--- src/rtl/uart_seq_pkg.sv ---
// Shared state encoding and command codes for the UART/SD FIFO sequencer.
package uart_seq_pkg;

    typedef enum logic [2:0] {
        ST_IDLE     = 3'd0,
        ST_RX_FILL  = 3'd1,
        ST_TX_DRAIN = 3'd2,
        ST_SD_INIT  = 3'd3,
        ST_SD_READ  = 3'd4,
        ST_DONE     = 3'd5
    } seq_state_e;

    localparam logic [7:0] CMD_SAF     = 8'h01;
    localparam logic [7:0] CMD_SD_INIT = 8'h02;
    localparam logic [7:0] CMD_SD_READ = 8'h03;
    localparam logic [7:0] CMD_CT      = 8'h04;

endpackage

--- src/rtl/seq_sync_fifo.sv ---
// Show-ahead synchronous byte FIFO with flush; a push on a full FIFO is taken only alongside a pop.
module seq_sync_fifo #(
    parameter int unsigned DW    = 8,
    parameter int unsigned DEPTH = 16
) (
    input  logic          clk,
    input  logic          rst_n,
    input  logic          flush,
    input  logic          push,
    input  logic [DW-1:0] wdata,
    input  logic          pop,
    output logic [DW-1:0] rdata,
    output logic          full,
    output logic          empty
);

    localparam int unsigned AW = $clog2(DEPTH);
    localparam int unsigned PW = AW + 1;

    logic [PW-1:0] wr_ptr_q, wr_ptr_d;
    logic [PW-1:0] rd_ptr_q, rd_ptr_d;
    logic [DW-1:0] mem_q [DEPTH];
    logic          do_push;
    logic          do_pop;

    always_comb begin
        do_pop   = pop & ~empty;
        do_push  = push & (~full | do_pop);
        wr_ptr_d = wr_ptr_q + PW'(do_push);
        rd_ptr_d = rd_ptr_q + PW'(do_pop);
    end

    always_ff @(posedge clk) begin
        if (!rst_n || flush) begin
            wr_ptr_q <= '0;
            rd_ptr_q <= '0;
        end else begin
            wr_ptr_q <= wr_ptr_d;
            rd_ptr_q <= rd_ptr_d;
        end
    end

    // Storage needs no reset: the pointers decide what is valid.
    always_ff @(posedge clk) begin
        if (do_push) begin
            mem_q[wr_ptr_q[AW-1:0]] <= wdata;
        end
    end

    assign empty = (wr_ptr_q == rd_ptr_q);
    assign full  = (wr_ptr_q[AW] != rd_ptr_q[AW]) && (wr_ptr_q[AW-1:0] == rd_ptr_q[AW-1:0]);
    assign rdata = mem_q[rd_ptr_q[AW-1:0]];

endmodule

--- src/rtl/uart_fifo_sequencer.sv ---
// Command-driven sequencer moving UART RX or SD read bytes through a FIFO to UART TX.
// Define SEQ_TIMEOUT_EN to add the TO_CYC watchdog and the sticky tmo output.
module uart_fifo_sequencer
    import uart_seq_pkg::*;
#(
    parameter int unsigned DW    = 8,
    parameter int unsigned DEPTH = 16,
    parameter int unsigned CNT_W = 16
`ifdef SEQ_TIMEOUT_EN
    ,
    parameter int unsigned TO_CYC = 1000000
`endif
) (
    input  logic             clk,
    input  logic             rst_n,
    input  logic [7:0]       cmd,
    input  logic             cmd_vld,
    input  logic [CNT_W-1:0] rx_cnt,
    input  logic [DW-1:0]    rx_data,
    input  logic             rx_vld,
    output logic [DW-1:0]    tx_data,
    output logic             tx_vld,
    input  logic             tx_rdy,
    output logic             sd_init,
    input  logic             init_ok,
    output logic             sd_ren,
    input  logic [DW-1:0]    sd_rdata,
    input  logic             sd_rvld,
    input  logic             sd_read_ok,
    output logic             busy,
    output logic             done,
    output logic             ovf,
`ifdef SEQ_TIMEOUT_EN
    output logic             cmd_err,
    output logic             tmo
`else
    output logic             cmd_err
`endif
);

    seq_state_e       state_q, state_d;
    logic [CNT_W-1:0] cnt_q, cnt_d;
    logic             ct_q, ct_d;
    logic             ovf_q, ovf_d;
    logic             cmd_err_q, cmd_err_d;
    logic             ne_q;

    logic             accept_c;
    logic             wr_req_c;
    logic             push_c;
    logic             pop_c;
    logic             flush_c;
    logic             tx_vld_c;
    logic [DW-1:0]    wdata_c;

    logic [DW-1:0]    fifo_head;
    logic             fifo_full;
    logic             fifo_empty;

`ifdef SEQ_TIMEOUT_EN
    localparam int unsigned WD_W = $clog2(TO_CYC + 1);
    logic [WD_W-1:0] wd_q, wd_d;
    logic            tmo_q, tmo_d;
`endif

    seq_sync_fifo #(
        .DW    (DW),
        .DEPTH (DEPTH)
    ) u_fifo (
        .clk   (clk),
        .rst_n (rst_n),
        .flush (flush_c),
        .push  (push_c),
        .wdata (wdata_c),
        .pop   (pop_c),
        .rdata (fifo_head),
        .full  (fifo_full),
        .empty (fifo_empty)
    );

    always_comb begin
        state_d   = state_q;
        cnt_d     = cnt_q;
        ct_d      = ct_q;
        ovf_d     = ovf_q;
        cmd_err_d = 1'b0;
        accept_c  = 1'b0;
        wr_req_c  = 1'b0;
        wdata_c   = rx_data;
        tx_vld_c  = 1'b0;
        flush_c   = 1'b0;

        case (state_q)
            ST_IDLE: begin
                if (cmd_vld) begin
                    case (cmd)
                        CMD_SAF, CMD_CT: begin
                            accept_c = 1'b1;
                            cnt_d    = rx_cnt;
                            ct_d     = (cmd == CMD_CT);
                            state_d  = (rx_cnt == '0) ? ST_DONE : ST_RX_FILL;
                        end
                        CMD_SD_INIT: begin
                            accept_c = 1'b1;
                            state_d  = ST_SD_INIT;
                        end
                        CMD_SD_READ: begin
                            accept_c = 1'b1;
                            state_d  = ST_SD_READ;
                        end
                        default: cmd_err_d = 1'b1;
                    endcase
                end
            end
            ST_RX_FILL: begin
                // Cut-through only forwards once the FIFO has been non-empty for a full cycle.
                tx_vld_c = ct_q & ~fifo_empty & ne_q;
                if (rx_vld) begin
                    wr_req_c = 1'b1;
                    if (cnt_q != '0) begin
                        cnt_d = cnt_q - CNT_W'(1);
                    end
                    if (cnt_q <= CNT_W'(1)) begin
                        state_d = ST_TX_DRAIN;
                    end
                end
            end
            ST_TX_DRAIN: begin
                tx_vld_c = ~fifo_empty;
                if (fifo_empty) begin
                    state_d = ST_DONE;
                end
            end
            ST_SD_INIT: begin
                if (init_ok) begin
                    state_d = ST_DONE;
                end
            end
            ST_SD_READ: begin
                tx_vld_c = ~fifo_empty;
                wdata_c  = sd_rdata;
                wr_req_c = sd_rvld;
                if (sd_read_ok) begin
                    state_d = ST_TX_DRAIN;
                end
            end
            ST_DONE: state_d = ST_IDLE;
            default: state_d = ST_IDLE;
        endcase

        if (accept_c) begin
            ovf_d = 1'b0;
        end

        // A write into a full FIFO survives only when a read frees a slot in the same cycle.
        pop_c  = tx_vld_c & tx_rdy;
        push_c = wr_req_c & (~fifo_full | pop_c);
        if (wr_req_c && fifo_full && !pop_c) begin
            ovf_d = 1'b1;
        end

`ifdef SEQ_TIMEOUT_EN
        tmo_d = accept_c ? 1'b0 : tmo_q;
        if (state_q != ST_IDLE && state_q != ST_DONE && wd_q == WD_W'(TO_CYC)) begin
            state_d = ST_DONE;
            flush_c = 1'b1;
            push_c  = 1'b0;
            tmo_d   = 1'b1;
        end
        if (state_q == ST_IDLE || state_d != state_q || rx_vld || sd_rvld || pop_c) begin
            wd_d = '0;
        end else begin
            wd_d = wd_q + WD_W'(1);
        end
`endif
    end

    always_ff @(posedge clk) begin
        if (!rst_n) begin
            state_q   <= ST_IDLE;
            cnt_q     <= '0;
            ct_q      <= 1'b0;
            ovf_q     <= 1'b0;
            cmd_err_q <= 1'b0;
            ne_q      <= 1'b0;
        end else begin
            state_q   <= state_d;
            cnt_q     <= cnt_d;
            ct_q      <= ct_d;
            ovf_q     <= ovf_d;
            cmd_err_q <= cmd_err_d;
            ne_q      <= ~fifo_empty;
        end
    end

`ifdef SEQ_TIMEOUT_EN
    always_ff @(posedge clk) begin
        if (!rst_n) begin
            wd_q  <= '0;
            tmo_q <= 1'b0;
        end else begin
            wd_q  <= wd_d;
            tmo_q <= tmo_d;
        end
    end

    assign tmo = tmo_q;
`endif

    assign tx_vld  = tx_vld_c;
    assign tx_data = tx_vld_c ? fifo_head : '0;
    assign busy    = (state_q != ST_IDLE);
    assign done    = (state_q == ST_DONE);
    assign sd_init = (state_q == ST_SD_INIT);
    assign sd_ren  = (state_q == ST_SD_READ);
    assign ovf     = ovf_q;
    assign cmd_err = cmd_err_q;

endmodule

--- config.mk ---
export PLATFORM = sky130hd
export DESIGN_NAME = uart_fifo_sequencer
export DESIGN_NICKNAME = d
export VERILOG_FILES = /design/src/rtl/uart_seq_pkg.sv /design/src/rtl/seq_sync_fifo.sv /design/src/rtl/uart_fifo_sequencer.sv
export SDC_FILE = /design/constraint.sdc
export NUM_CORES = 1
export LEC_CHECK = 0
export ABC_AREA = 1
export CELL_PAD_IN_SITES_DETAIL_PLACEMENT = 0
export CELL_PAD_IN_SITES_GLOBAL_PLACEMENT = 1
export CORE_MARGIN = 8
export CORE_UTILIZATION = 48
export CTS_CLUSTER_DIAMETER = 60
export DETAILED_ROUTE_END_ITERATION = 8
export GPL_ROUTABILITY_DRIVEN = 0
export GPL_TIMING_DRIVEN = 1
export PLACE_DENSITY_LB_ADDON = 0.1
export SYNTH_ARGS = -nofsm -noshare
export SYNTH_HDL_FRONTEND = slang
export SYNTH_HIERARCHICAL = 1
export SYNTH_SLANG_ARGS = --single-unit
--- constraint.sdc ---
create_clock -name clk -period 6.7 [get_ports clk]
set_input_delay 2.01 -clock clk [delete_from_list [all_inputs] [get_ports clk]]
set_output_delay 2.01 -clock clk [all_outputs]
set_load 0.05 [all_outputs]
==> impl_metrics.toml, run 1 <==
[die]
die_width_um = 143
pin_count = 63
core_um2 = 15800
rows = 46
die_h_um = 143
die_area_um2 = 20500
start_util = 0.491

[route]
wirelength_mm = 18.7
drt-pass1-iter-count = 5
vias = 6064
via_per_inst = 5.10
dr.first_iter.drc_count = 332
route.detailed.drc = 0
wl_per_cell_um = 15.7
ant_nets = 0

[worst_setup_path]
reg2reg_depth = 13
r2r_slack_ns = 2.95
critical_path_arrival_ns = 3.59
path_cells = "buf_4 -> nand2_1 -> nand2_1 -> nor2_2 -> nand2_1 -> nor2_1 -> inv_1 -> nand4_1 -> nand2_1 -> inv_1 -> nor2_1 -> clkdlybuf4s50_1"
rr_startpoint = "u_fifo/rd_ptr_q[0]"
max_stage_delay_ns = 0.82
crit_family = "buffers and inverters"
cp_slowest_cell = "clkdlybuf4s50_1"
reg2reg_to = "u_fifo/mem_q[9][0]"
setup.worst_path.start_class = "register"
critPathMaxFanout = 34
cp.required_ns = 4.69
crit_buf_inv = 4
cpMostUsedCell = "nand2_1"
end_kind = "output port"
path_class = "reg2out"

[yosys]
synthAdderAreaFrac = 0.0113
yosysSeqAreaShare = 0.580
synthesis.area_um2 = 7770
synth-seq-cells = 161
synthSimpleGateAreaFrac = 0.260
ys_types = 33
yosysWarnings = 6
synth_top_family_by_area = "simple AND/OR/NAND/NOR gates"
synth_compound_area_frac = 0.0730
syn_inst = 911
muxShareOfSynthArea = 0
yosys.area_share.xor_xnor = 0.00902
postSynthAreaPerCell_um2 = 8.52
syn_nets = 966

[clocking]
clk_latency_ns = 0.43
clk_pin_slew_worst_paths_ns = 0.06
cts_num_sinks = 161
hold_buffers = 0
htree_levels = 4
cts_buffer_depth = 2
cts_tree = "done"
cts_setup_buffers = 0
ctsResizeCount = 0
cts_root_buf = "clkbuf_16"
numCtsBuffers = 17

[timing]
finalCritPeriodShare = 0.836
skew_ns = 0.0104
post-route-min-period_ns = 5.60
max_slew_margin = 0.451
final_hold_viol_count = 0
setup_viol = 0
fmax_mhz = 178
holdWs_ns = 0.489
tns_ns = 0
rsz0062_at_grt = "false"
slew_violations = 0
tightestPinTransition_ns = 0.821

[finish]
fin_nets = 1017
diodes = 0
area_delta_synth_final_pct = 17.1
nFillCells = 1412
multiInputGateArea_um2 = 2750
final_area_um2 = 9090
drive_gt1_frac = 0.0565
final-seq-area_um2 = 4510

[power]
netSwitchingFraction = 0.329
power_frac_comb = 0.259
p_clk_frac = 0.328
p_seq_frac = 0.413
p_int_mw = 2.03
irDropWorstVdd_mv = 0.195
p_leak_nw = 3.61
powerDensity_nw_per_um2 = 334
power.switching_mw = 0.999

[global_routing]
grt_max_degree = 36
grt-ovfl-total = 0
grt_pass1_vias = 5934
grt_first_pass_wirelength_mm = 29.7
grt_use_total = 0.191
antenna_found_initial = 0

[place]
port_buffers = 62
placed_area_um2 = 8490
place_hpwl_mm = 12.6

[hold_path]
whs_path_depth = 2
min_path_type = "reg2reg"
min_to = "ovf"
hold_start = "ovf"

[run_status]
status = "completed"

[run]
drv_cap = 0
-- worst max-delay path by stage --
stage | start | to | slack (ns) | cells after the start
after floorplan | u_fifo/rd_ptr_q[1] | tx_data[0] | 2.45 | 12
after global placement | u_fifo/rd_ptr_q[0] | tx_data[4] | 1.62 | 12
final | u_fifo/rd_ptr_q[0] | tx_data[3] | 1.10 | 12
after global routing | u_fifo/rd_ptr_q[0] | tx_data[6] | 0.84 | 12
after detailed placement | u_fifo/rd_ptr_q[0] | tx_data[3] | 1.54 | 12
after CTS | u_fifo/rd_ptr_q[0] | tx_data[3] | 1.08 | 12
-- layer usage --
layer  routed length, um  track usage  share of wire
met4                 345       0.0733          0.018
met1                8020        0.218           0.43
met3                 797       0.0421          0.043
met5                   0            0              0
met2                9550        0.341           0.51
-- power groups by stage --
stage | clock (mW) | combinational (mW) | sequential (mW)
global placement | 0 | 0.780 | 1.27
floorplan | 0 | 0.562 | 1.27
finish | 0.994 | 0.786 | 1.25
CTS | 1.01 | 0.797 | 1.25
detailed placement | 0 | 0.793 | 1.27
global route | 1.05 | 0.891 | 1.26
-- kinds of logic (layout without fill, tap and decap cells) --
| family | count (synthesis) | count (layout) |
|---|---|---|
| compound gates | 110 | 110 |
| xor+xnor | 8 | 8 |
| fa+ha+maj | 7 | 7 |
| buf+inv | 118 | 181 |
| flops | 161 | 161 |
| other cells | 1 | 1 |
| simple gates | 506 | 506 |
-- worst min-delay path, stage by stage, from the launching register on --
cell and delay (ns):
dfxtp_1 0.31, o21ai_0 0.07, a21oi_1 0.06
-- state kept, by name (all words and copies together), names as in the netlist --
register and cells:
ct_q 1, ovf 1, ne_q 1, cmd_err 1
u_fifo/mem_q 128, state_q 3, u_fifo/rd_ptr_q 5, u_fifo/wr_ptr_q 5
cnt_q 16
-- metrics by stage --
stage / util / total power, mW / setup WS [ns] / instances
2_1_floorplan: - / 1.83 / 2.45 / 911
3_3_place_gp: 0.536 / 2.05 / 1.62 / 1159
3_5_place_dp: 0.536 / 2.07 / 1.54 / 1159
4_1_cts: 0.575 / 3.06 / 1.08 / 1190
5_1_grt: 0.575 / 3.20 / 0.837 / 1190
6_report: 0.575 / 3.03 / 1.10 / 1190
-- layout make-up --
class,instances,share of cell area
clock buffers,17,0.0468
clock inverters,14,0.0198
inverters,85,0.0351
multi-input cells,632,0.302
flip-flops and latches,161,0.495
well taps,216,0.0297
repair buffers,65,0.0707
-- cells in the final DEF, fill, tap and decap left out, drive strengths merged --
master,count
xnor2,4
o211ai,2
nand3,37
nand4,4
clkdlybuf4s50,62
o21ai,88
inv,88
nor2,240
clkinv,5
or2,1
buf,3
xor2,4
nand3b,1
ha,7
bufinv,3
edfxtp,128
nor3,3
o22ai,1
a22o,1
clkbuf,17
nor4,1
conb,1
nand2,219
dfxtp,33
a21oi,17
a21boi,1
clkinvlp,3
-- synth_stat cells --
cell      number  share of area
clkbuf_1      10         0.0048
buf_4          6         0.0058
nand2_2        2         0.0016
clkinv_1       2        0.00097
inv_1         74          0.036
o21ai_0       85          0.055
o22ai_1        1        0.00081
a22o_1         1         0.0011
nor2_4         2         0.0029
nor3_1         2         0.0013
nor4_1         1        0.00081
a21oi_1       17          0.011
dfxtp_1       33          0.085
ha_1           7          0.011
inv_2          9         0.0043
xor2_1         4         0.0045
o21ai_2        1         0.0011
a21boi_0       1        0.00097
or2_2          1        0.00081
nand4_1        4         0.0032
nor2_2         4         0.0032
conb_1         1        0.00048
buf_2         13         0.0084
xnor2_1        4         0.0045
o21ai_1        2         0.0013
buf_6          4         0.0058
o211ai_1       2         0.0019
edfxtp_1     128           0.49
nor3_4         1         0.0021
nand3b_4       1         0.0026
nand3_1       37          0.024
nor2_1       234           0.11
nand2_1      217           0.10
No activity file was read; power rests on OpenSTA's default activity.
==> inputs of run 2 (changes only) <==
--- a/config.mk
+++ b/config.mk
@@ -9,7 +9,7 @@
 export CELL_PAD_IN_SITES_DETAIL_PLACEMENT = 0
 export CELL_PAD_IN_SITES_GLOBAL_PLACEMENT = 1
 export CORE_MARGIN = 8
-export CORE_UTILIZATION = 48
+export CORE_UTILIZATION = 44
 export CTS_CLUSTER_DIAMETER = 60
 export DETAILED_ROUTE_END_ITERATION = 8
 export GPL_ROUTABILITY_DRIVEN = 0
==> constraint.sdc (replaced) <==
create_clock -name clk -period 5.3 [get_ports clk]
set_input_delay 1.59 -clock clk [delete_from_list [all_inputs] [get_ports clk]]
set_output_delay 1.59 -clock clk [all_outputs]
set_load 0.05 [all_outputs]
==> impl_metrics.toml, run 2 (same netlist as run 1, synthesis figures left out) <==
[run_status]
status = "completed"

[hold_path]
whs_path_depth = 2
min_path_type = "reg2reg"
hold_start = "ct_q"
min_to = "ct_q"

[timing]
post-route-min-period_ns = 4.82
finalCritPeriodShare = 0.909
skew_ns = 0.0126
tns_ns = 0
tightestPinTransition_ns = 0.946
final_hold_viol_count = 0
rsz0062_at_grt = "false"
fmax_mhz = 208
max_slew_margin = 0.367
slew_violations = 0
setup_viol = 0

[clocking]
htree_levels = 4
clk_latency_ns = 0.42
numCtsBuffers = 17
ctsResizeCount = 0
hold_buffers = 0
cts_tree = "done"
cts_root_buf = "clkbuf_16"
clk_pin_slew_worst_paths_ns = 0.06
cts_setup_buffers = 0
cts_num_sinks = 161
cts_buffer_depth = 2

[worst_setup_path]
cp.required_ns = 3.71
end_kind = "output port"
rr_startpoint = "u_fifo/rd_ptr_q[1]"
critical_path_arrival_ns = 3.23
reg2reg_depth = 13
setup.worst_path.start_class = "register"
r2r_slack_ns = 1.94
path_class = "reg2out"
critPathMaxFanout = 14
reg2reg_to = "u_fifo/mem_q[10][6]"

[place]
placedCellCount = 1170
place_hpwl_mm = 13.4
port_buffers = 62

[finish]
multiInputGateArea_um2 = 2750
largest_reg_flops = 128
final_common_cell = "nor2_1"
final_cells = 1202
fin_nets = 1019
drive_gt1_frac = 0.0553
diodes = 0
final_cell_mix = "nor2_1 (234), nand2_1 (217), edfxtp_1 (128)"
final-seq-area_um2 = 4510
nFillCells = 1615
area_delta_synth_final_pct = 16.4

[power]
irDropWorstVdd_mv = 0.231
p_leak_nw = 3.58
powerDensity_nw_per_um2 = 409

[route]
via_per_inst = 5.01
ant_nets = 0
wirelength_mm = 19.7
vias = 6027
drt-pass1-iter-count = 5
dr.first_iter.drc_count = 367
wl_per_cell_um = 16.4
route.detailed.drc = 0

[global_routing]
grt-ovfl-total = 0
grt_pass1_vias = 6250
antenna_found_initial = 0
grt_max_degree = 48
grt_use_total = 0.185
grt_first_pass_wirelength_mm = 32.0

[die]
start_util = 0.449
pin_count = 63
rows = 48
die_area_um2 = 22200
die_width_um = 149
core_um2 = 17300
die_h_um = 149

[run]
drv_cap = 0
==> run 2: report_power, final <==
group / switching [mW] / leakage, nW / internal [mW]
Clock: 0.504 / 0.246 / 0.602
Combinational: 0.712 / 1.91 / 0.296
Sequential: 0.0544 / 1.42 / 1.53
==> run 2: layer usage <==
layer	vias up	track usage	share of wire
met5	-	0	0
met4	0	0.0505	0.013
li1	3051	-	-
met3	15	0.0379	0.051
met2	169	0.321	0.49
met1	2792	0.229	0.45
==> run 2: area by class of cell <==
cell class,count,area share
well taps,225,0.0311
repair buffers,67,0.0728
flip-flops and latches,161,0.498
clock buffers,21,0.0487
clock inverters,11,0.00927
multi-input cells,632,0.304
inverters,85,0.0353
==> run 2: metrics by stage <==
| step | util | setup WS (ns) | area [um2] | total power, mW | hold slack (ns) |
|---|---|---|---|---|---|
| after global routing | 0.523 | 0.177 | 9040 | 3.91 | 0.512 |
| after global placement | 0.492 | 1.02 | 8510 | 2.60 | 0.468 |
| after floorplan | - | 1.47 | 7770 | 2.31 | 0.445 |
| after CTS | 0.523 | 0.495 | 9040 | 3.73 | 0.486 |
| after detailed placement | 0.492 | 0.939 | 8510 | 2.63 | 0.477 |
| final | 0.523 | 0.484 | 9040 | 3.70 | 0.482 |
==> run 2: worst max path at each step <==
| stage | startpoint | end | slack (ns) | cells past startpoint |
|---|---|---|---|---|
| 3_5_place_dp | u_fifo/rd_ptr_q[2] | tx_data[3] | 0.94 | 12 |
| 5_1_grt | u_fifo/rd_ptr_q[2] | tx_data[1] | 0.18 | 12 |
| 3_3_place_gp | u_fifo/rd_ptr_q[0] | tx_data[3] | 1.02 | 11 |
| 4_1_cts | u_fifo/rd_ptr_q[2] | tx_data[3] | 0.49 | 12 |
| 2_1_floorplan | u_fifo/rd_ptr_q[1] | tx_data[0] | 1.47 | 12 |
| 6_report | u_fifo/rd_ptr_q[2] | tx_data[1] | 0.48 | 12 |
==> run 2: worst max-delay path: stages (launching register included) <==
cell	delay, ns
dfxtp_1	0.65
inv_2	0.20
nand2_1	0.11
nand2_1	0.05
nor2_1	0.19
nand2_1	0.12
nor2_1	0.15
inv_1	0.09
nand4_1	0.10
nand2_1	0.15
inv_1	0.22
nor2_1	0.07
clkdlybuf4s50_1	0.70
==> inputs of run 3 (changes only) <==
--- a/config.mk
+++ b/config.mk
@@ -15,6 +15,7 @@
 export GPL_ROUTABILITY_DRIVEN = 0
 export GPL_TIMING_DRIVEN = 1
 export PLACE_DENSITY_LB_ADDON = 0.1
+export SETUP_SLACK_MARGIN = 0.5
 export SYNTH_ARGS = -nofsm -noshare
 export SYNTH_HDL_FRONTEND = slang
 export SYNTH_HIERARCHICAL = 1
==> impl_metrics.toml, run 3 (same netlist as run 1, synthesis figures left out) <==
[hold_path]
hold_start = "ct_q"
min_path_type = "reg2reg"

[route]
via_per_inst = 5.02
ant_nets = 0
route.detailed.drc = 0
dr.first_iter.drc_count = 335
wl_per_cell_um = 16.5
drt-pass1-iter-count = 5
wirelength_mm = 19.8
vias = 6033

[global_routing]
grt_use_total = 0.185
grt-ovfl-total = 0
grt_max_degree = 48
grt_first_pass_wirelength_mm = 32.0
grt_pass1_vias = 6250
antenna_found_initial = 0

[finish]
final-seq-area_um2 = 4510
final_cell_mix = "nor2_1 (234), nand2_1 (217), edfxtp_1 (128)"
largest_reg_flops = 128
multiInputGateArea_um2 = 2750
post-route-util = 0.524
drive_gt1_frac = 0.0563
fin_nets = 1019
area_delta_synth_final_pct = 16.8
nFillCells = 1622
diodes = 0
final_common_cell = "nor2_1"

[clocking]
htree_levels = 4
hold_buffers = 0
numCtsBuffers = 17
cts_root_buf = "clkbuf_16"
clk_latency_ns = 0.42
cts_tree = "done"
cts_buffer_depth = 2
clk_pin_slew_worst_paths_ns = 0.06
cts_num_sinks = 161

[timing]
max_slew_margin = 0.357
skew_ns = 0.0128
setup_viol = 0
tns_ns = 0
fmax_mhz = 224
rsz0062_at_grt = "false"
post-route-min-period_ns = 4.45
final_hold_viol_count = 0
slew_violations = 0
finalCritPeriodShare = 0.840
tightestPinTransition_ns = 0.960

[die]
die_area_um2 = 22200
start_util = 0.449
core_um2 = 17300
die_width_um = 149
rows = 48
die_h_um = 149
pin_count = 63

[worst_setup_path]
critical_path_arrival_ns = 2.86
end_kind = "output port"
rr_startpoint = "u_fifo/rd_ptr_q[1]"
r2r_slack_ns = 1.96
setup.worst_path.start_class = "register"
crit_start = "u_fifo/rd_ptr_q[1]"
path_class = "reg2out"
critPathMaxFanout = 35
cp.required_ns = 3.71

[run_status]
status = "completed"

[place]
place_hpwl_mm = 13.4
port_buffers = 62

[run]
drv_cap = 0

[power]
total_power_mw = 3.70
powerDensity_nw_per_um2 = 408
irDropWorstVdd_mv = 0.231
p_leak_nw = 3.73
run 3: final timing paths:
path,endpoint,depth (start not counted)
setup / recovery,tx_vld,10
hold / removal,ct_q,2
setup reg to reg,u_fifo/mem_q[10][6],13
hold reg to reg,ct_q,2
run 3: per-layer routing:
metal / vias up / wire (um) / GRT usage
met4: 0 / 252 / 0.0505
met2: 144 / 9670 / 0.321
met5: - / 0 / 0
li1: 3048 / - / -
met1: 2826 / 8960 / 0.229
met3: 15 / 914 / 0.0379
run 3: worst max-delay path, stage by stage (launching register included):
cell             delay [ns]
dfxtp_1                0.37
buf_4                  0.40
nand2_1                0.11
nand2_1                0.09
nor2_2                 0.05
nand2_1                0.09
nor2_1                 0.07
inv_1                  0.08
nand4_1                0.10
nand2_1                0.20
clkdlybuf4s50_1        0.88
run 3: cell type report:
| class | count | share of cell area |
|---|---|---|
| multi-input combinational | 632 | 0.303 |
| inverter | 85 | 0.0355 |
| clock inverter | 11 | 0.00924 |
| timing repair buffer | 67 | 0.0752 |
| sequential | 161 | 0.497 |
| clock buffer | 21 | 0.0486 |
| tap | 225 | 0.0310 |
run 3: where the power goes:
part           internal [mW]  total, mW  switching [mW]  leakage (nW)
Combinational          0.296       1.01           0.715          2.06
Sequential              1.53       1.59          0.0548          1.42
Clock                  0.602       1.10           0.503         0.246
run 3: stage by stage:
step	std cells	setup WS, ns	hold WS [ns]	area, um2
after floorplan	911	1.47	0.445	7770
after global placement	1170	1.02	0.468	8510
after detailed placement	1170	0.939	0.477	8510
after CTS	1202	0.522	0.486	9040
after global routing	1202	0.675	0.512	9070
final	1202	0.845	0.481	9070
run 3: what timing repair did:
action / 4_1_cts / 5_1_grt
endpoints found under the hold margin: 0 / 0
buffers inserted: 0 / 0
endpoints found under the setup margin: 7 / 8
gates resized for setup: 1 / 12
